`src/rtl/ddr2_host_cmd_arbiter.sv`:
```
// Round-robin arbiter sharing the DDR2 host command FIFO write port between NREQ
// requesters, with burst locking, fill-level throttling and a saturating stall counter.
module ddr2_host_cmd_arbiter #(
  parameter int NREQ       = 4,
  parameter int DW         = 32,
  parameter int HIGH_WATER = 33,
  parameter int STALL_W    = 16
) (
  input  logic                 clk,
  input  logic                 reset_n,
  input  logic [NREQ-1:0]      req_valid,
  input  logic [NREQ*DW-1:0]   req_data,
  input  logic [NREQ-1:0]      req_last,
  output logic [NREQ-1:0]      req_ready,
  input  logic [6:0]           fillcount,
  input  logic                 notfull,
  output logic                 fifo_we,
  output logic [DW-1:0]        fifo_data,
  output logic                 busy,
  output logic [2:0]           gnt_id,
  input  logic                 stall_clr,
  output logic [STALL_W-1:0]   stall_count
);

  localparam logic [6:0] HW       = 7'(HIGH_WATER);
  localparam logic [2:0] LAST_IDX = 3'(NREQ - 1);

  typedef enum logic {IDLE = 1'b0, GRANT = 1'b1} state_t;

  state_t             state_q, state_d;
  logic [2:0]         ptr_q, ptr_d;
  logic [2:0]         gnt_q, gnt_d;
  logic [STALL_W-1:0] stall_q, stall_d;

  logic               sel_valid, sel_last;
  logic [DW-1:0]      sel_data;
  logic               win_found;
  logic [2:0]         win_idx;
  logic               any_valid, below_hw, stall_inc;

  // Mux out the granted requester's lane without indexing by a wider id.
  always_comb begin
    sel_valid = 1'b0;
    sel_last  = 1'b0;
    sel_data  = '0;
    req_ready = '0;
    for (int i = 0; i < NREQ; i++) begin
      if (3'(i) == gnt_q) begin
        sel_valid    = req_valid[i];
        sel_last     = req_last[i];
        sel_data     = req_data[i*DW +: DW];
        req_ready[i] = (state_q == GRANT) & notfull;
      end
    end
  end

  always_comb begin
    win_found = 1'b0;
    win_idx   = '0;
    for (int k = 1; k <= NREQ; k++) begin
      for (int j = 0; j < NREQ; j++) begin
        if (!win_found && (j == (int'(ptr_q) + k) % NREQ) && req_valid[j]) begin
          win_found = 1'b1;
          win_idx   = 3'(j);
        end
      end
    end
  end

  assign any_valid = |req_valid;
  assign below_hw  = fillcount < HW;
  assign fifo_we   = sel_valid & (state_q == GRANT) & notfull;
  assign fifo_data = sel_data;
  assign busy      = (state_q == GRANT);
  assign gnt_id    = gnt_q;
  assign stall_count = stall_q;

  always_comb begin
    state_d = state_q;
    ptr_d   = ptr_q;
    gnt_d   = gnt_q;
    case (state_q)
      IDLE: begin
        if (any_valid && below_hw && win_found) begin
          state_d = GRANT;
          ptr_d   = win_idx;
          gnt_d   = win_idx;
        end
      end
      GRANT: begin
        if (fifo_we && sel_last) state_d = IDLE;
      end
      default: state_d = IDLE;
    endcase
  end

  // Stalls: granted word blocked by a full FIFO, or pending requests held off by high water.
  always_comb begin
    stall_inc = ((state_q == GRANT) & sel_valid & ~notfull) |
                ((state_q == IDLE) & any_valid & ~below_hw);
    if (stall_clr)                       stall_d = '0;
    else if (stall_inc && (stall_q != '1)) stall_d = stall_q + 1'b1;
    else                                 stall_d = stall_q;
  end

  always_ff @(posedge clk or negedge reset_n) begin
    if (!reset_n) begin
      state_q <= IDLE;
      ptr_q   <= LAST_IDX;
      gnt_q   <= '0;
      stall_q <= '0;
    end else begin
      state_q <= state_d;
      ptr_q   <= ptr_d;
      gnt_q   <= gnt_d;
      stall_q <= stall_d;
    end
  end

endmodule
```
`config.mk`:
```
export PLATFORM = sky130hd
export DESIGN_NAME = ddr2_host_cmd_arbiter
export DESIGN_NICKNAME = d
export VERILOG_FILES = /design/src/rtl/ddr2_host_cmd_arbiter.sv
export SDC_FILE = /design/constraint.sdc
export NUM_CORES = 1
export LEC_CHECK = 0
export BUFFER_PORTS_ARGS = -buffer_cell sky130_fd_sc_hd__buf_2
export CORE_AREA = 2 2 79 81
export CTS_CLUSTER_DIAMETER = 100
export CTS_CLUSTER_SIZE = 10
export DETAILED_ROUTE_END_ITERATION = 6
export DIE_AREA = 0 0 81 83
export GPL_TIMING_DRIVEN = 0
export PLACE_DENSITY = 0.85
export SYNTH_ARGS = -nofsm -noshare
export SYNTH_HDL_FRONTEND = slang
export SYNTH_SLANG_ARGS = --single-unit
```
`constraint.sdc`:
```
create_clock -name clk -period 3.5 [get_ports clk]
set_input_delay 0.7 -clock clk [delete_from_list [all_inputs] [get_ports clk]]
set_output_delay 0.7 -clock clk [all_outputs]
set_load 0.02 [all_outputs]
```
==> run_results.csv, run 1 <==
group,metric,value,unit
status,status,"completed",
floorplan,die_area,0.006723,sq mm
clock_network,cts_setup_buffers,0,
timing,finalSetupViolCount,0,
synth,synth_edf_count,0,
synth,synth_area,0.002160,sq mm
clock_network,cts_buffer_depth,2,
synth,async_reset_ff_frac,1.000,
drt,drc_errors,0,
drt,dr_total_vias,2719,
timing,finClkSkew,1.895,ps
timing,maxSlewHeadroom,0.5562,
worst_setup_path,setup.worst_path.class,"reg2out",
placed_design,gp_congestion,0.9193,
synth,synth_cell_types,51,
drt,first_pass_iters,5,
pwr,leakagePower,1.617,nW
clock_network,hold_buffers,0,
synth,ys.flop_type,"dfrtp_1",
drt,vias_per_cell,5.700,
timing,grt_setup_unrepaired,"no",
drt,drt-total-wl,9925,um
finish,drive_gt1_frac,0.6459,
synth,yosysWarningCount,0,
pwr,vdd_drop_max,289.4,uV
grt,antenna_found_initial,2,
floorplan,placementRows,28,
clock_network,clk_latency,270,ps
grt,grt_pass1_vias,2641,
drt,avgRoutedWirePerCell,20.81,um
worst_setup_path,crit_arrival,2430,ps
grt,overflow,0,
timing,layout_min_cycle_time,3135,ps
placed_design,dp_hpwl,8617,um
timing,finalMaxSlewViolations,0,
clock_network,cts_tree,"built",
clock_network,numCtsBuffers,3,
worst_setup_path,cp_max_fo,10,
clock_network,htreeDepth,1,
timing,fmax,319.0,MHz
finish,utilization,0.5697,
worst_setup_path,cp-end-kind,"primary output",
finish,area_delta_synth_final,53.42,%
worst_setup_path,cp-start-kind,"flop",
pwr,p_per_area,618.5,mW/mm^2
worst_setup_path,worst_ep_required_time,2800,ps
floorplan,ios,204,
grt,grt_pass1_wl,14610,um
drt,drt_iter0_drc,153,
timing,fin_crit_sh,0.8957,
worst_hold_path,hold_path_class,"in2async",
clock_network,clk_pin_slew,80,ps
placed_design,portBuffers,202,
clock_network,root_buffer,"clkbuf_8",
timing,tightest_slew,665.7,ps
floorplan,fp.dieW,81,um
grt,grt_max_degree,22,
drt,ant_nets,0,
finish,nets,550,
synth,ys_ff_latch,21,
clock_network,cts_sinks,21,
synth,synth_nets,343,
synth,syn_inst,195,
clock_network,cts_resized,0,
synth,ys_seq_area_frac,0.2445,
run,drv_cap,0,
timing,finalHoldViolCount,0,
synth,avgSynthCellArea,11.07,sq um
floorplan,start_util,0.3713,
floorplan,fp.dieH,83,um
timing,fin_tns_setup,0,ps
floorplan,core,0.005816,sq mm
grt,grt_use_total,0.2908,
-- critical path, cell delays in order (launching register included) --
cell,delay (ps)
dfrtp_1,410
buf_1,540
buf_2,450
mux4_2,580
buf_2,190
-- synth_stat cells (2+ instances only) --
cell type	n	share of area
nor3b_1	2	0.0070
dfstp_2	2	0.024
nor3_1	4	0.0093
inv_1	5	0.0087
mux4_2	33	0.34
or3_1	4	0.012
nand2b_1	4	0.012
o31ai_1	3	0.010
nor4_1	2	0.0058
o21ai_0	11	0.025
o21a_1	2	0.0070
a21oi_1	13	0.030
nand2_1	12	0.021
buf_2	4	0.0093
nor2_1	12	0.021
nand4_1	4	0.012
or4_1	4	0.014
nor2b_1	5	0.014
mux2_1	4	0.021
clkbuf_1	4	0.0070
dfrtp_1	19	0.22
buf_4	2	0.0070
buf_1	3	0.0052
nand3_1	7	0.016
and4_2	3	0.014
a311oi_1	2	0.0081
-- power by group --
group / leakage (nW) / switching [W] / internal, W
registers: 0.278 / 0.0000476 / 0.000290
logic: 1.31 / 0.000880 / 0.000670
clock network: 0.0255 / 0.0000823 / 0.0000795
total: 1.62 / 0.00101 / 0.00104
-- logic make-up after synthesis --
kind of cell,count (synthesis),share of synthesized area
muxes,40,0.3818
buffers and inverters,19,0.04345
and+or+nand+nor,74,0.2068
DFF,21,0.2445
adders and majority gates,1,0.005793
other,1,0.001736
AOI/OAI and AO/OA,39,0.1159
-- cell usage in the layout, fill, tap and decap left out, types with 5 or more instances in the layout --
| master | instances |
|---|---|
| dfrtp_1 | 19 |
| mux4_2 | 33 |
| nor2b_1 | 5 |
| nor2_1 | 12 |
| buf_2 | 206 |
| nand2_1 | 12 |
| o21ai_0 | 11 |
| inv_1 | 5 |
| nand3_1 | 7 |
| a21oi_1 | 13 |
-- per-stage QoR --
stage | area, sq um | total power (W) | setup WS [ps] | instances | hold WS, ps
after floorplan | 2160 | 0.001394 | 859.1 | 195 | 404.4
after global placement | 3264 | 0.001876 | 623.6 | 472 | 543.0
after detailed placement | 3264 | 0.001901 | 595.1 | 472 | 548.7
after CTS | 3311 | 0.002064 | 298.5 | 476 | 389.0
after global routing | 3311 | 0.002180 | 151.0 | 476 | 413.1
final | 3313 | 0.002049 | 365.1 | 477 | 382.4
-- sequential cells by signal, summed over array words and instances, names as in the netlist --
name,flops
busy,1
gnt_id,2
ptr_q,2
stall_count,16
-- layer usage --
| metal | wire length [um] | share of wire | track usage | vias up |
|---|---|---|---|---|
| li1 | - | - | - | 1204 |
| met3 | 1023 | 0.10 | 0.05761 | 23 |
| met5 | 13 | 0.0013 | 0 | - |
| met2 | 4976 | 0.50 | 0.4989 | 168 |
| met4 | 274 | 0.028 | 0.08629 | 2 |
| met1 | 3635 | 0.37 | 0.3648 | 1322 |
-- final cells by class --
cell class              instances  area (sq um)
clock inverters                 1         5.005
well taps                      75         93.84
multi-input cells             155          1538
flip-flops and latches         21         528.0
inverters                       5         18.77
clock buffers                   3         41.29
fillers                       551          2502
diodes                          1         2.502
repair buffers                202          1011
plain buffers                  14         75.07
-- worst paths after layout --
check	cells past startpoint	slack, ps	startpoint	end
worst max-delay path	4	370	gnt_id[0]	fifo_data[20]
worst min-delay path	1	380	reset_n	stall_count[4]
worst max register to register	5	1380	stall_count[0]	stall_count[3]
worst min register to register	1	560	ptr_q[0]	ptr_q[0]
max in group asynchronous	1	2760	reset_n	ptr_q[1]
min in group clk	1	560	ptr_q[0]	ptr_q[0]
(Power assumes the default switching activity.)
==> run 2, diff against run 1 <==
==> constraint.sdc (replaced) <==
create_clock -name clk -period 3.5 [get_ports clk]
set_input_delay 0.175 -clock clk [delete_from_list [all_inputs] [get_ports clk]]
set_output_delay 0.175 -clock clk [all_outputs]
set_load 0.02 [all_outputs]
==> run 2 against run 1 <==
Compared with the run above:
- worst hold slack lost 110 ps
- worst setup slack gained 510 ps
- critical path depth is the same
- clock power is essentially flat
- non-clock buffer count grew 1
- utilization grew 0.17 points
- largest cell class unchanged
- fmax grew 19%
- first-iteration DRC count is the same
- via count shrank 0.26%
- clock skew is essentially flat
- sequential power is essentially flat
==> run_results.csv, run 2 (synthesis results as in run 1) <==
group,metric,value,unit
drt,first_pass_iters,4,
floorplan,die_area,0.006723,sq mm
clock_network,cts_buffer_depth,2,
pwr,leakagePower,1.621,nW
grt,grt_pass1_vias,2646,
finish,fillers,550,
worst_setup_path,cpMostUsedCell,"buf_2",
finish,largest_reg_flops,16,
worst_setup_path,critical_path.top_delay_family,"buffers and inverters",
finish,layout_common_cells,"buf_2 (206), mux4_2 (33), dfrtp_1 (19), a21oi_1 (13)",
timing,fmax,380.9,MHz
worst_setup_path,slowest_stage,"mux4_2",
clock_network,clk_pin_slew,80,ps
drt,dr_total_vias,2712,
timing,tightest_slew,680.3,ps
floorplan,ios,204,
clock_network,clk_latency,270,ps
grt,grt_max_degree,22,
worst_setup_path,worst_ep_required_time,3320,ps
timing,finalMaxSlewViolations,0,
floorplan,core,0.005816,sq mm
worst_setup_path,cp_max_fo,10,
status,status,"completed",
floorplan,placementRows,28,
drt,drt-total-wl,9950,um
finish,area_delta_synth_final,53.88,%
worst_setup_path,cp-end-kind,"primary output",
worst_setup_path,r2r-start,"stall_count[0]",
finish,utilization,0.5714,
worst_hold_path,holdPathStages,3,
drt,drt_iter0_drc,153,
worst_setup_path,ff2ff_path_depth,5,
finish,layout_commonest_cell,"buf_2",
drt,avgRoutedWirePerCell,20.82,um
worst_setup_path,setup.worst_path.class,"reg2out",
drt,vias_per_cell,5.674,
placed_design,dp_hpwl,8617,um
drt,drc_errors,0,
grt,antenna_found_initial,2,
worst_hold_path,hp-start,"req_valid[0]",
timing,finalHoldViolCount,0,
timing,fin_crit_sh,0.7502,
worst_setup_path,cp-start-kind,"flop",
worst_setup_path,max_stage_delay,580,ps
worst_setup_path,path_cells,"buf_1 -> buf_2 -> mux4_2 -> buf_2",
grt,grt_pass1_wl,14610,um
drt,ant_nets,0,
placed_design,gp_congestion,0.9193,
worst_setup_path,critPathBufInv,3,
floorplan,start_util,0.3713,
clock_network,htreeDepth,1,
clock_network,cts_tree,"built",
timing,finClkSkew,1.596,ps
grt,overflow,0,
grt,grt_use_total,0.2905,
worst_setup_path,crit_arrival,2450,ps
floorplan,fp.dieH,83,um
worst_setup_path,ff2ff_setup_slack,1380,ps
worst_hold_path,hold_path_end,"ptr_q[0]",
clock_network,numCtsBuffers,3,
run,drv_cap,0,
finish,drive_gt1_frac,0.6443,
timing,finalSetupViolCount,0,
timing,maxSlewHeadroom,0.5464,
worst_hold_path,hold_path_class,"in2reg",
clock_network,cts_sinks,21,
floorplan,fp.dieW,81,um
timing,layout_min_cycle_time,2626,ps
worst_setup_path,path_depth,4,
worst_setup_path,reg2reg_to,"stall_count[3]",
finish,nets,551,
placed_design,portBuffers,202,
timing,grt_setup_unrepaired,"no",
timing,fin_tns_setup,0,ps
clock_network,root_buffer,"clkbuf_8",
pwr,p_per_area,618.2,mW/mm^2
pwr,vdd_drop_max,289.0,uV
## run 2: cell count changes in the layout (fill, tap and decap cells not counted), sizes merged
cell / before / now
dlygate4sd3: 0 / 1
## run 2: how the worst max path moves through the flow
stage | end | slack (ps) | from
final | fifo_data[20] | 870 | gnt_id[0]
after global routing | fifo_data[20] | 680 | gnt_id[0]
after CTS | fifo_data[20] | 820 | gnt_id[0]
after detailed placement | fifo_data[20] | 1120 | gnt_id[0]
after global placement | fifo_data[20] | 1150 | gnt_id[0]
after floorplan | fifo_data[10] | 1380 | gnt_id[0]
## run 2: where the power goes
group          internal [W]  total (W)  switching (W)
Clock             0.0000796   0.000164      0.0000845
Sequential         0.000290   0.000338      0.0000480
Combinational      0.000671    0.00155       0.000881
Total               0.00104    0.00205        0.00101
## run 2: area by class of cell
type	count	area [sq um]	area share
Antenna cell	1	2.502	0.0007530
Buffer	14	75.07	0.02259
Clock buffer	3	41.29	0.01242
Clock inverter	1	5.005	0.001506
Inverter	5	18.77	0.005648
Multi-Input combinational cell	155	1538	0.4627
Sequential cell	21	528.0	0.1589
Tap cell	75	93.84	0.02824
Timing Repair Buffer	203	1021	0.3072
## run 2: worst reg2reg max path, stage by stage (launching register included)
cell and delay [ps]:
dfrtp_1 430, ha_1 310, and4_2 250, nand4_1 260, nor4bb_1 390, mux2_1 350
## run 2: repair_timing
item,CTS,global route
hold endpoints to repair,19,0
hold buffers,1,0
buffers inserted,0,0
resized for setup,0,0
## run 2: through the flow
step	cells	hold slack [ps]	cell area (sq um)	setup WS (ps)	power, W
5_1_grt	477	318.6	3321	676.0	0.002181
4_1_cts	477	274.6	3321	823.5	0.002065
3_5_place_dp	472	162.8	3264	1120	0.001901
3_3_place_gp	472	157.4	3264	1149	0.001876
6_report	478	270.4	3323	874.4	0.002054
2_1_floorplan	195	-120.6	2160	1384	0.001394
## run 2: per-layer routing
metal / track usage / routed length, um / vias to the layer above
li1: - / - / 1204
met1: 0.3634 / 3692 / 1319
met2: 0.4996 / 5016 / 166
met3: 0.05761 / 970 / 21
met4: 0.08629 / 257 / 2
met5: 0 / 13 / -
